`src/rtl/alu_sequencer.sv`:
```
// alu_sequencer: multi-cycle fetch/decode/execute control for the 8-bit ALU datapath.
// Optional retire counter output `retired` is built when SEQ_RETIRE_COUNT_EN is defined.
module alu_sequencer #(
    parameter int PC_W = 10
) (
    input  logic            clk,
    input  logic            reset_n,
    input  logic            start,
    output logic            done,
    output logic [PC_W-1:0] imem_addr,
    input  logic [8:0]      instr,
    output logic [2:0]      lut_idx,
    input  logic [PC_W-1:0] lut_target,
    output logic [2:0]      rf_ra_addr,
    output logic [2:0]      rf_rb_addr,
    output logic [2:0]      rf_wr_addr,
    output logic            rf_we,
    output logic            rf_wr_sel,
    output logic [2:0]      alu_cmd,
    output logic [2:0]      typeselect,
    output logic [3:0]      immed,
    output logic            sc_in,
    input  logic            sc_o,
    input  logic            notequal,
    input  logic            lessthan,
    output logic            dmem_req,
    output logic            dmem_we,
    input  logic            dmem_ack
`ifdef SEQ_RETIRE_COUNT_EN
    ,
    output logic [15:0]     retired
`endif
);
    typedef enum logic [2:0] {IDLE, FETCH, DECODE, EXEC, MEM, WB, HALT} state_t;
    state_t state;
    logic [PC_W-1:0] pc;
    logic [8:0] ir;
    logic carry, sc_lat;
    logic [2:0] op;
    logic [1:0] msel;
    logic is_mem, is_ldst, is_load, is_branch, writes, taken, active;
    assign op = ir[8:6];
    assign msel = ir[4:3];
    assign imem_addr = pc;
    assign sc_in = carry;
    // instruction decode and state-gated ALU/register-file controls
    always_comb begin
        is_mem = op == 3'b010;
        is_ldst = is_mem && !msel[1];
        is_load = is_mem && msel == 2'b00;
        is_branch = op == 3'b011 || op == 3'b110;
        writes = op == 3'b000 || op == 3'b001 || op == 3'b101 || op == 3'b100 || (is_mem && msel != 2'b01);
        taken = (op == 3'b011 && notequal) || (op == 3'b110 && lessthan);
        active = state == EXEC || state == MEM || state == WB;
        alu_cmd = active ? op : 3'd0;
        typeselect = (active && op == 3'b001) ? ir[5:3] : 3'd0;
        immed = (active && op == 3'b100) ? ir[5:2] : 4'd0;
        lut_idx = is_branch ? ir[2:0] : 3'd0;
        rf_ra_addr = op == 3'b100 ? {1'b0, ir[1:0]} : (is_mem && msel == 2'b11) ? 3'd0 : is_branch ? ir[5:3] : ir[2:0];
        rf_rb_addr = op == 3'b101 ? ir[5:3] : 3'd0;
        rf_wr_addr = !writes ? 3'd0 : op == 3'b100 ? {1'b0, ir[1:0]} : (is_mem && msel == 2'b10) ? 3'd0 : ir[2:0];
    end
    // sequencer FSM with registered strobes, pc, carry and instruction register
    always_ff @(posedge clk) begin
        if (!reset_n) begin
            state <= IDLE;
            pc <= '0;
            ir <= '0;
            carry <= 1'b0;
            sc_lat <= 1'b0;
            done <= 1'b0;
            rf_we <= 1'b0;
            rf_wr_sel <= 1'b0;
            dmem_req <= 1'b0;
            dmem_we <= 1'b0;
`ifdef SEQ_RETIRE_COUNT_EN
            retired <= '0;
`endif
        end else begin
            case (state)
                IDLE: if (start) begin
                    state <= FETCH;
                    pc <= '0;
`ifdef SEQ_RETIRE_COUNT_EN
                    retired <= '0;
`endif
                end
                FETCH: state <= DECODE;
                DECODE: begin
                    ir <= instr;
                    state <= EXEC;
                end
                EXEC: begin
                    sc_lat <= sc_o;
                    if (op == 3'b111) begin
                        state <= HALT;
                        done <= 1'b1;
`ifdef SEQ_RETIRE_COUNT_EN
                        retired <= retired + 16'd1;
`endif
                    end else begin
                        pc <= taken ? lut_target : pc + 1'b1;
                        if (is_ldst) begin
                            state <= MEM;
                            dmem_req <= 1'b1;
                            dmem_we <= msel[0];
                        end else begin
                            state <= WB;
                            rf_we <= writes;
                        end
                    end
                end
                MEM: if (dmem_ack) begin
                    dmem_req <= 1'b0;
                    dmem_we <= 1'b0;
                    rf_we <= is_load;
                    rf_wr_sel <= is_load;
                    state <= WB;
                end
                WB: begin
                    rf_we <= 1'b0;
                    rf_wr_sel <= 1'b0;
                    if (op == 3'b001 && ir[5:3] <= 3'd5) carry <= sc_lat;
`ifdef SEQ_RETIRE_COUNT_EN
                    retired <= retired + 16'd1;
`endif
                    state <= FETCH;
                end
                HALT: if (start) begin
                    state <= FETCH;
                    pc <= '0;
                    done <= 1'b0;
`ifdef SEQ_RETIRE_COUNT_EN
                    retired <= '0;
`endif
                end
                default: state <= IDLE;
            endcase
        end
    end
endmodule

```
`config.mk`:
```
export PLATFORM = sky130hd
export DESIGN_NAME = alu_sequencer
export DESIGN_NICKNAME = d
export VERILOG_FILES = /design/src/rtl/alu_sequencer.sv
export SDC_FILE = /design/constraint.sdc
export NUM_CORES = 1
export LEC_CHECK = 0
export CAP_MARGIN = 20
export CELL_PAD_IN_SITES_DETAIL_PLACEMENT = 2
export CELL_PAD_IN_SITES_GLOBAL_PLACEMENT = 2
export CORE_ASPECT_RATIO = 1.25
export CORE_MARGIN = 2
export CORE_UTILIZATION = 25
export DETAILED_ROUTE_END_ITERATION = 6
export PLACE_DENSITY_LB_ADDON = 0.1
export SLEW_MARGIN = 0
export SYNTH_ARGS = -nofsm -noshare
export SYNTH_HDL_FRONTEND = slang
export SYNTH_SLANG_ARGS = --single-unit
```
`constraint.sdc`:
```
create_clock -name clk -period 2.1 [get_ports clk]
set_input_delay 0.63 -clock clk [delete_from_list [all_inputs] [get_ports clk]]
set_output_delay 0.63 -clock clk [all_outputs]
set_load 0.01 [all_outputs]
```
---- Yosys cells after proc, flatten, opt, wreduce, memory -nomap -nowiden ----
Index checks and enable logic that the tools add are counted.
operators by class
  muxes and demuxes ....................... 35
  multiply operators ...................... 0
  bitwise gates (word level) .............. 0
  $add $sub $neg .......................... 1
  equality and inequality tests ........... 23
  reduce and logical (&&, ||, !) cells .... 35
  $lt $le $gt $ge ......................... 1
  divide/modulo/power cells ............... 0
  shifts and indexed selects .............. 0
operators by type and width
  cell                                                   number
  two-way mux 3 bit                                      12
  two-way mux 10 bit                                     3
  equality test 3 bit, second input constant             7
  case mux 10 bit (2 select lines)                       1
  case mux 3 bit (6 select lines)                        1
  equality test 3 x 2 -> 1 bit, second input constant    4
  two-way mux 1 bit                                      11
  adder 10 x 1 -> 10 bit, second input constant          1
  logical AND 1 bit                                      10
  != test 2 bit, second input constant                   5
  logical OR 1 bit                                       8
  case mux 1 bit (2 select lines)                        4
  AND reduction 4 bit                                    2
  nonzero test 2 bit                                     4
  equality test 3 x 1 -> 1 bit, second input constant    2
  zero test 3 bit                                        2
  != test 2 x 1 -> 1 bit, second input constant          3
  AND reduction 2 bit                                    3
  AND reduction 3 bit                                    2
  equality test 2 bit, second input constant             2
  two-way mux 4 bit                                      1
  less-or-equal comparator 3 bit, second input constant  1
  case mux 1 bit (3 select lines)                        1
  nonzero test 3 bit                                     1
  4 further kinds                                        4
word-level totals
  word-level logic and storage cells ...... 105
  memory bits (read-only) ................. 0
  bits in writable memories ............... 0
  output and inout bits ................... 38
  bits of input ports ..................... 26
  bits in latches ......................... 0
  bits in registers ....................... 29
  memories ................................ 0

---- Depth between registers and ports, before layout ----
  depth in word-level cells ............... 8
  gate-level depth with buffers ........... 6

---- Least setup slack after synthesis ----
No wires, ideal clock.
  path type ............................... reg-to-output
  start ................................... register state[1]
  end ..................................... output immed[0]
  required time ........................... 1.470 ns
  buffers on the path ..................... 1
  path slack .............................. 0.163 ns
  arrival time ............................ 1.307 ns
  cell stages (with the launch flop) ...... 6
  cells stage by stage .................... dfxtp_1 -> buf_2 -> nor2b_1 -> nand2_1 -> a211oi_1 -> and2_1
on the way
  cells in the longest elaborated chain, start to end .. 5
  elaborated cells between the ends (all ways) .. 7
RTL lines
  element                                                              RTL line  RTL
  start, declared                                                      35        state_t state;
  start signal, assigned                                               66        state <= IDLE;
  start signal, assigned                                               82        state <= FETCH;
  start signal, assigned                                               88        FETCH: state <= DECODE;
  equality test 3 x 2 -> 1 bit or equality test 3 bit (tied branches)  54        active = state == EXEC || state == MEM || state == WB;
  logical OR 1 bit                                                     54
  logical OR 1 bit (*)                                                 54
  logical AND 1 bit (*)                                                57        immed = (active && op == 3'b100) ? ir[5:2] : 4'd0;
  two-way mux 4 bit (*)                                                57
  end, declared                                                        21        output logic [3:0] immed,
Every way passes the cells marked *; elsewhere a longest branch is shown, timed or not.

---- Worst setup path in the final report ----
  start ................................... register ir[8]
  end ..................................... output rf_ra_addr[1]
on the way
  cells in the longest elaborated chain, start to end .. 5
  elaborated cells between the ends (all ways) .. 9
RTL lines
  element                                                              RTL line  RTL
  start, declared                                                      37        logic [8:0] ir;
  start signal, assigned                                               90        ir <= instr;
  equality test 3 x 2 -> 1 bit or equality test 3 bit (tied branches)  51        is_branch = op == 3'b011 || op == 3'b110;
  logical OR 1 bit                                                     51
  two-way mux 3 bit (2 in a row)                                       59        rf_ra_addr = op == 3'b100 ? {1'b0, ir[1:0]} : (is_mem && msel == 2'b11) ? 3'd0 : is_branch ? ir[5:3] : ir[2:0] ...
  two-way mux 3 bit (*)                                                59
  end, declared                                                        14        output logic [2:0] rf_ra_addr,
Marks and branches as above.

==> impl_metrics.json <==
{
  "grt_first_pass_wirelength_um": 12100,
  "max_cap_violations": 0,
  "p_leak_nw": 1.24,
  "grt_max_degree": 18,
  "r2r_slack_ns": 0.24,
  "gp_congestion": 0.759,
  "place.port_buffers": 63,
  "path_class": "register to primary output",
  "wl_per_cell_um": 17.0,
  "cts_num_sinks": 29,
  "layout_setup_ws_ns": -0.0111,
  "end_kind": "primary output",
  "core_um2": 7360,
  "holdWs_ns": 0.485,
  "ys_seq_area_share_pct": 30.7,
  "hold_buffers": 0,
  "io_pins": 64,
  "dieArea_um2": 8290,
  "drt-total-wl_um": 7340,
  "clock_skew_ns": 0.00435,
  "clk_path_buf_depth": 2,
  "track_usage_pct": 18.9,
  "cts-buffers-inserted": 5,
  "clk_pin_slew_ns": 0.07,
  "crit_end": "rf_ra_addr[1]",
  "hold_viol_final": 0,
  "drtIter0Drc": 58,
  "cp-startpoint": "ir[8]",
  "worst_pin_slew_ns": 0.594,
  "via_count": 2213,
  "fin_cells": 431,
  "drive_gt1_share_pct": 30.4,
  "status": "complete, but fails checks",
  "grt_pass1_vias": 2415,
  "crit_path_start_kind": "register",
  "use_met1_pct": 22.1,
  "grt_busiest_layer": "met2",
  "layout_commonest_cell": "clkdlybuf4s50_1",
  "die_y_um": 101,
  "num_rows": 35,
  "fillCellCount": 865,
  "clk_latency_ns": 0.28,
  "place_hpwl_um": 5610,
  "grt_antenna_before_repair": 0,
  "via_per_inst": 5.13,
  "initial_utilization_pct": 25.7,
  "max_clock_freq_mhz": 474,
  "dp_cells": 419,
  "grt_use_met2_pct": 35.2,
  "vdd_drop_max_uv": 206,
  "antenna_left": 0,
  "synth_ff_type": "dfxtp_1",
  "worstPathRequired_ns": 1.47,
  "final-max-slew-violation-count": 0,
  "dr.pass1.iters": 4,
  "drc": 0,
  "violations": "negative setup slack",
  "min_period_over_period_pct": 101,
  "hp-class": "register to register",
  "ys_types": 53,
  "netlist_area_um2": 1890,
  "worstPathArrival_ns": 1.48,
  "ys_ff_latch": 29,
  "ys_async_sr_fraction_pct": 0,
  "reg2reg_to": "imem_addr[9]",
  "n_antenna_cell": 0,
  "period_minus_slack_ns": 2.11,
  "tritoncts": "built",
  "rr_worst_depth": 6,
  "die_w_um": 81.8,
  "crit_fanout": 5,
  "synth.avg_cell_area_um2": 7.79,
  "synth_nets": 270,
  "netlist_instances": 243,
  "nets": 365,
  "mostFrequentLayoutCells": "41 x clkdlybuf4s50_1, 39 x buf_4, 22 x dfxtp_1",
  "synth_edf_count": 0,
  "r2r_start": "ir[8]",
  "grt_overflow": 0,
  "total_power_mw": 1.63,
  "clockRootBuffer": "clkbuf_8",
  "grt_util_met3_pct": 3.21,
  "setup_violations": 3,
  "htree_levels": 2,
  "rsz0062_at_grt": "true",
  "slew_headroom_pct": 60.4,
  "area.growth.synth_to_final_pct": 61.1,
  "cellPowerDensity_nw_per_um2": 533,
  "yosys_warnings": 0
}
==> critical path, stage by stage, from the launching register on <==
cell and delay, ns:
dfxtp_4 0.38, buf_6 0.13, nor2b_4 0.04, a22o_1 0.18
a222oi_1 0.26, inv_1 0.07, buf_2 0.14
==> metal layers <==
| layer | up-vias | wire [um] |
|---|---|---|
| li1 | 1084 | - |
| met1 | 1072 | 3020 |
| met2 | 51 | 3950 |
| met3 | 6 | 298 |
| met4 | 0 | 72 |
| met5 | - | 0 |
==> metrics by stage <==
| stage | area (um2) | setup WS [ns] | TNS [ns] | util [%] |
|---|---|---|---|---|
| 2_1_floorplan | 1890 | 0.163 | 0 | - |
| 3_3_place_gp | 2860 | -0.166 | -2.14 | 38.9 |
| 3_5_place_dp | 2860 | -0.198 | -2.82 | 38.9 |
| 4_1_cts | 2990 | -0.0388 | -0.0921 | 40.7 |
| 5_1_grt | 3050 | -0.144 | -0.682 | 41.5 |
| 6_report | 3050 | -0.0111 | -0.0140 | 41.5 |
==> cell usage after synthesis, drive strengths merged (2+ instances only) <==
library cell  count  area share (%)
and3              9             3.0
a222oi            2             1.1
o31a              5             2.3
a221oi            2             1.3
nand2b            2            0.66
a21oi            12             3.2
nor2b             6             2.0
nor3b             2            0.79
or4               2            0.79
o21ai            17             4.5
a211oi            4             1.6
and4b             2             1.1
o211ai            2            0.79
a31oi             7             2.3
mux2i             8             4.2
nand3             9             2.4
xor2              2            0.93
and2             14             4.6
nand3b            2            0.79
nor4              3            0.99
o21a              3             1.2
nor2             16             3.4
and3b             2            0.93
clkbuf            5            0.99
inv              13             2.6
nand4b            4             1.9
a22o              2            0.93
buf              13             3.7
nand2            16             3.2
dfxtp            29              31
o22ai             8             2.6
or2               3            0.99
==> logic make-up (layout without fill, tap and decap cells) <==
family          after synthesis  count (layout)  synth area share, %
xor+xnor                      3               3                 1.39
mux                           8               8                 4.23
buf+inv                      32             128                 7.47
compound gates               73              73                 25.9
fa+ha+maj                     1               1                0.661
flops                        29              29                 30.7
simple gates                 97              97                 29.7
==> worst min path at each step <==
| stage | from | to | cells past startpoint |
|---|---|---|---|
| after detailed placement | dmem_req | dmem_req | 2 |
| after CTS | dmem_req | dmem_req | 2 |
| after floorplan | sc_lat | sc_lat | 2 |
| final | dmem_req | dmem_req | 2 |
| after global routing | dmem_req | dmem_req | 2 |
| after global placement | sc_lat | sc_lat | 2 |
==> what timing repair did <==
action / in CTS / in global routing
resized for setup: 101 / 21
pin swaps: 7 / 2
buffers inserted: 2 / 2
endpoints found under the setup margin: 22 / 18
==> power breakdown <==
group | internal [mW] | switching, mW | leakage (nW) | total [mW]
combinational | 0.250 | 0.222 | 0.945 | 0.473
sequential | 0.579 | 0.0412 | 0.239 | 0.620
clock | 0.296 | 0.236 | 0.0542 | 0.532
total | 1.13 | 0.500 | 1.24 | 1.63
==> layout make-up <==
class | count | area (um2) | area share (%)
Timing Repair Buffer | 106 | 918 | 30.1
Inverter | 14 | 52.6 | 1.72
Clock inverter | 1 | 5.00 | 0.164
Sequential cell | 29 | 597 | 19.6
Multi-Input combinational cell | 182 | 1270 | 41.5
Clock buffer | 7 | 96.3 | 3.16
Tap cell | 92 | 115 | 3.77
==> flip-flops by register name (all words and copies together), names as in the netlist <==
signal / count
imem_addr: 10
ir: 9
state: 3
dmem_req: 1
dmem_we: 1
done: 1
rf_we: 1
rf_wr_sel: 1
sc_in: 1
sc_lat: 1
Note: power is estimated with default switching activity, not from simulation.
